$ cat config.mk
export PLATFORM = sky130hd
export DESIGN_NAME = occamy_ecc_irq_servicer
export DESIGN_NICKNAME = d
export VERILOG_FILES = /design/src/rtl/occamy_ecc_irq_servicer.sv
export SDC_FILE = /design/constraint.sdc
export NUM_CORES = 1
export LEC_CHECK = 0
export ABC_AREA = 0
export CORE_AREA = 2 2 87 89
export DETAILED_ROUTE_END_ITERATION = 6
export DIE_AREA = 0 0 89 91
export HOLD_SLACK_MARGIN = 0.06
export PLACE_DENSITY = 0.79
export SYNTH_ARGS = -nofsm -noshare
export SYNTH_HDL_FRONTEND = slang
export SYNTH_SLANG_ARGS = --single-unit
export TNS_END_PERCENT = 5
$ cat constraint.sdc
create_clock -name clk_i -period 2.6 [get_ports clk_i]
set_clock_uncertainty 0.2 [all_clocks]
set_input_delay 0.39 -clock clk_i [delete_from_list [all_inputs] [get_ports clk_i]]
set_output_delay 0.39 -clock clk_i [all_outputs]
set_load 0.01 [all_outputs]
$ cat src/rtl/occamy_ecc_irq_servicer.sv
// ECC interrupt servicer: reads and clears INTR_STATE over a simple register bus, counts events.
// Define OCCAMY_ECC_SERVICER_TIMEOUT_EN to abort requests that stay unanswered for 255 cycles.
module occamy_ecc_irq_servicer #(
   parameter int unsigned          AddrWidth     = 32,
   parameter logic [AddrWidth-1:0] BaseAddr      = '0,
   parameter logic [AddrWidth-1:0] IntrStateOff  = '0,
   parameter logic [AddrWidth-1:0] IntrEnableOff = AddrWidth'(32'h4),
   parameter int unsigned          CntWidth      = 16
) (
   input  logic                 clk_i,
   input  logic                 rst_i,
   input  logic                 intr_correctable_i,
   input  logic                 intr_uncorrectable_i,
   output logic                 reg_valid_o,
   output logic                 reg_write_o,
   output logic [AddrWidth-1:0] reg_addr_o,
   output logic [31:0]          reg_wdata_o,
   output logic [3:0]           reg_wstrb_o,
   input  logic                 reg_ready_i,
   input  logic [31:0]          reg_rdata_i,
   input  logic                 reg_error_i,
   input  logic                 cnt_clr_i,
   output logic [CntWidth-1:0]  corr_cnt_o,
   output logic [CntWidth-1:0]  uncorr_cnt_o,
   output logic                 uncorr_alert_o,
   output logic                 bus_err_o,
   output logic                 busy_o
);

   typedef enum logic [2:0] {StInit, StIdle, StRead, StClear, StHold, StErr} state_e;

   localparam logic [CntWidth-1:0] CntMax = '1;

   state_e     state;
   logic [1:0] pend;
   logic       hold_cnt;
`ifdef OCCAMY_ECC_SERVICER_TIMEOUT_EN
   logic [7:0] tmo;
`endif

   logic unused_rdata;
   assign unused_rdata = ^reg_rdata_i[31:2];

   assign busy_o = (state != StIdle);

   always_ff @(posedge clk_i) begin
      if (rst_i) begin
         state          <= StInit;
         pend           <= 2'b00;
         hold_cnt       <= 1'b0;
         reg_valid_o    <= 1'b0;
         reg_write_o    <= 1'b0;
         reg_addr_o     <= '0;
         reg_wdata_o    <= '0;
         reg_wstrb_o    <= '0;
         corr_cnt_o     <= '0;
         uncorr_cnt_o   <= '0;
         uncorr_alert_o <= 1'b0;
         bus_err_o      <= 1'b0;
`ifdef OCCAMY_ECC_SERVICER_TIMEOUT_EN
         tmo            <= '0;
`endif
      end else begin
         uncorr_alert_o <= 1'b0;
         case (state)
            StInit, StRead, StClear: begin
               // valid is always low on entry, which yields the idle gap between requests
               if (!reg_valid_o) begin
                  reg_valid_o <= 1'b1;
`ifdef OCCAMY_ECC_SERVICER_TIMEOUT_EN
                  tmo         <= '0;
`endif
                  if (state == StInit) begin
                     reg_write_o <= 1'b1;
                     reg_addr_o  <= BaseAddr + IntrEnableOff;
                     reg_wdata_o <= 32'h3;
                     reg_wstrb_o <= 4'hF;
                  end else if (state == StRead) begin
                     reg_write_o <= 1'b0;
                     reg_addr_o  <= BaseAddr + IntrStateOff;
                     reg_wdata_o <= '0;
                     reg_wstrb_o <= 4'h0;
                  end else begin
                     reg_write_o <= 1'b1;
                     reg_addr_o  <= BaseAddr + IntrStateOff;
                     reg_wdata_o <= {30'b0, pend};
                     reg_wstrb_o <= 4'h1;
                  end
               end else if (reg_ready_i) begin
                  reg_valid_o <= 1'b0;
                  if (reg_error_i) begin
                     state <= StErr;
                  end else if (state == StInit) begin
                     state <= StIdle;
                  end else if (state == StRead) begin
                     pend  <= reg_rdata_i[1:0];
                     state <= (reg_rdata_i[1:0] != 2'b00) ? StClear : StIdle;
                  end else begin
                     if (pend[0] && corr_cnt_o != CntMax) corr_cnt_o <= corr_cnt_o + 1'b1;
                     if (pend[1] && uncorr_cnt_o != CntMax) uncorr_cnt_o <= uncorr_cnt_o + 1'b1;
                     uncorr_alert_o <= pend[1];
                     hold_cnt       <= 1'b0;
                     state          <= StHold;
                  end
               end
`ifdef OCCAMY_ECC_SERVICER_TIMEOUT_EN
               // tmo reaches 255 on the same edge that valid drops
               else if (tmo == 8'd254) begin
                  reg_valid_o <= 1'b0;
                  tmo         <= tmo + 8'd1;
                  state       <= StErr;
               end else begin
                  tmo <= tmo + 8'd1;
               end
`endif
            end
            StIdle: begin
               if (intr_correctable_i || intr_uncorrectable_i) state <= StRead;
            end
            StHold: begin
               hold_cnt <= ~hold_cnt;
               if (hold_cnt) state <= StIdle;
            end
            StErr: begin
               bus_err_o   <= 1'b1;
               reg_valid_o <= 1'b0;
               state       <= StIdle;
            end
            default: state <= StIdle;
         endcase
         // clear wins over any increment made above in the same cycle
         if (cnt_clr_i) begin
            corr_cnt_o   <= '0;
            uncorr_cnt_o <= '0;
         end
      end
   end

endmodule

==> metrics.cfg <==
[run_status]
status=finished clean

[timing]
max_slew_margin_pct=54.7
slew_violations=0
fmaxAchievable_ghz=0.419
finalHoldViolCount=0
timing.final.crit_share_pct=91.7
timing.hold.ws_ps=274
fin_crit_ps=2380
rsz0062_at_grt=false
setup_viol=0
worst_slew_pin_slew_ps=675

[power]
ir_drop_mv=0.354
power_w=0.00160
power_leakage_nw=1.11
power_density_nw_per_um2=492

[placed_design]
place_hpwl_mm=4.40
port_buffers=52
gp_congestion=0.838
postPlaceCellArea_um2=3170

[drt]
vias_per_cell=5.14
avgRoutedWirePerCell_um=12.6
drcViolationCount=0
ant_nets=0
wirelength_mm=6.16
vias=2521
firstDrtPassIters=5
drt_iter0_drc=115

[synth]
synthesis.instances=342
synth_cell_types=44
synth_warnings=0
yosys-top-cells-area=dfxtp_1, buf_4, a21oi_1
yosysTopAreaCell=dfxtp_1
synth-seq-cells=45
avgSynthCellArea_um2=8.17
async_flop_share_pct=0
synth_top_area_share_pct=32.3
yosysSeqAreaShare_pct=32.3
synth_ff_type=dfxtp_1
synth-edff-count=0
syn-cell-area_um2=2790

[clocking]
cts_tree=yes
h-tree-depth=2
root_buffer=clkbuf_8
cts_buffers=5
hold_buffers=0
postCtsSetupBuffers=0
clkSinkCount=45
clock_latency_ps=310
clk_pin_slew_ps=80
cts_resized=0
clk_path_buf_depth=2

[grt]
grt_pass1_vias=2310
grt_antenna_before_repair=0
grt_overflow_total=0
grt.total_usage_pct=15.4
grt_pass1_wl_mm=10.3
grt_max_degree=27

[floorplan]
dieWidth_um=89
fp.dieArea_um2=8100
die_h_um=91
core_um2=7140
initial_core_util_pct=39.1
rows=31
io_pins=144

[worst_hold_path]
hold_path.class=reg -> reg
hold_depth=2

[cells_and_area]
nets=431
area_delta_synth_final_pct=16.7
final_area_um2=3260
final_cell_mix=conb_1, clkdlybuf4s50_1, dfxtp_1
mostFrequentLayoutCell=conb_1
drive_gt1_share_pct=5.88
diodes=0

[worst_setup_path]
worstSetupPathType=reg -> out
r2r-start=corr_cnt_o[0]
cpLargestDelayFamily=flip-flops
slowest_delay_ps=660
crit_slowest_cell=dfxtp_1
crit_path_end=busy_o
reg2reg_slack_ps=340
worst-r2r-cell-count=5
worst_ep_arrival_time_ps=1790
path_buf_inv=1
worstSetupStartpoint=state[0]
r2r-end=corr_cnt_o[6]
crit_cells=3
crit_fanout=16
end_kind=primary output
crit_chain=nor2b_1 > nand2_1 > clkdlybuf4s50_1
crit_required_ps=2010
cp-start-kind=flop

[flow_run]
max_cap_viol_count=0

==> cells in the mapped netlist, types with 2 or more instances <==
| library cell | n |
|---|---|
| o31ai_1 | 16 |
| nor4_1 | 4 |
| nor3_1 | 10 |
| a21oi_1 | 29 |
| ha_1 | 2 |
| clkbuf_1 | 7 |
| or4_1 | 17 |
| o41ai_1 | 3 |
| dfxtp_1 | 45 |
| a211oi_1 | 3 |
| nor4_2 | 2 |
| buf_1 | 2 |
| o311ai_0 | 2 |
| nor4b_1 | 3 |
| mux2i_1 | 6 |
| buf_2 | 3 |
| inv_1 | 5 |
| or3_1 | 5 |
| o31a_1 | 2 |
| and3_1 | 6 |
| nand3_1 | 14 |
| nand4_1 | 12 |
| o21ai_0 | 10 |
| nor2_1 | 18 |
| buf_4 | 66 |
| o21a_1 | 5 |
| a311oi_1 | 2 |
| a31oi_1 | 2 |
| and4_1 | 4 |
| nand2_1 | 23 |
==> flip-flops by register name, summed over array words and instances (netlist names) <==
signal	cells
reg_valid_o	1
reg_write_o	1
corr_cnt_o	16
hold_cnt	1
reg_wstrb_o	1
uncorr_cnt_o	16
reg_wdata_o	2
pend	2
uncorr_alert_o	1
state	3
bus_err_o	1
==> worst min-delay path by stage <==
stage	end	from	slack (ps)
after floorplan	pend[1]	pend[1]	250
after global placement	reg_wdata_o[0]	reg_wdata_o[0]	260
after detailed placement	reg_wdata_o[1]	reg_wdata_o[1]	260
after CTS	reg_wdata_o[1]	reg_wdata_o[1]	270
after global routing	reg_wdata_o[0]	reg_wdata_o[0]	290
final	reg_wdata_o[1]	reg_wdata_o[1]	270
==> worst reg2reg max path, cell delays in order (launching register included) <==
cell and delay (ps):
dfxtp_1 440, ha_1 250, nand3_1 160, or3_1 460, or4_1 500, a21oi_1 170
==> where the power goes <==
part / internal (W) / switching [W]
Clock: 0.000191 / 0.000257
Sequential: 0.000728 / 0.0000601
Combinational: 0.000174 / 0.000194
==> stage by stage <==
stage | worst slack (ps) | setup TNS (ps) | instances | utilization (%)
floorplan | 482 | 0 | 402 | -
global placement | 18.4 | 0 | 482 | 44.4
detailed placement | -41.6 | -221 | 482 | 44.4
finish | 215 | 0 | 490 | 45.7
CTS | 217 | 0 | 490 | 45.7
global route | 84.2 | 0 | 490 | 45.7
==> cell families (layout without fill, tap and decap cells) <==
logic type                 count (synthesis)  after routing  synth area share, %
AOI/OAI and AO/OA                         75             75                 17.0
adders and majority gates                  2              2                0.896
buffers and inverters                     84             73                 20.6
DFF                                       45             45                 32.3
muxes                                      7              7                 2.55
other                                      1             61                0.134
and+or+nand+nor                          128            128                 26.6
==> cell type report <==
class                   instances  area [um^2]
fillers                       703         3880
multi-input cells             273         1540
flip-flops and latches         45          901
repair buffers                 60          581
well taps                      99          124
clock buffers                   5         68.8
clock inverters                 3         22.5
inverters                       5         18.8
==> layer usage <==
| layer | global-route usage, % | vias to the layer above | part of all wire [%] |
|---|---|---|---|
| met2 | 25.1 | 77 | 48 |
| li1 | - | 1248 | - |
| met5 | 0 | - | 0 |
| met4 | 4.98 | 0 | 1.1 |
| met3 | 3.27 | 7 | 4.9 |
| met1 | 20.1 | 1189 | 46 |
Power figures use the tool's default switching activity.
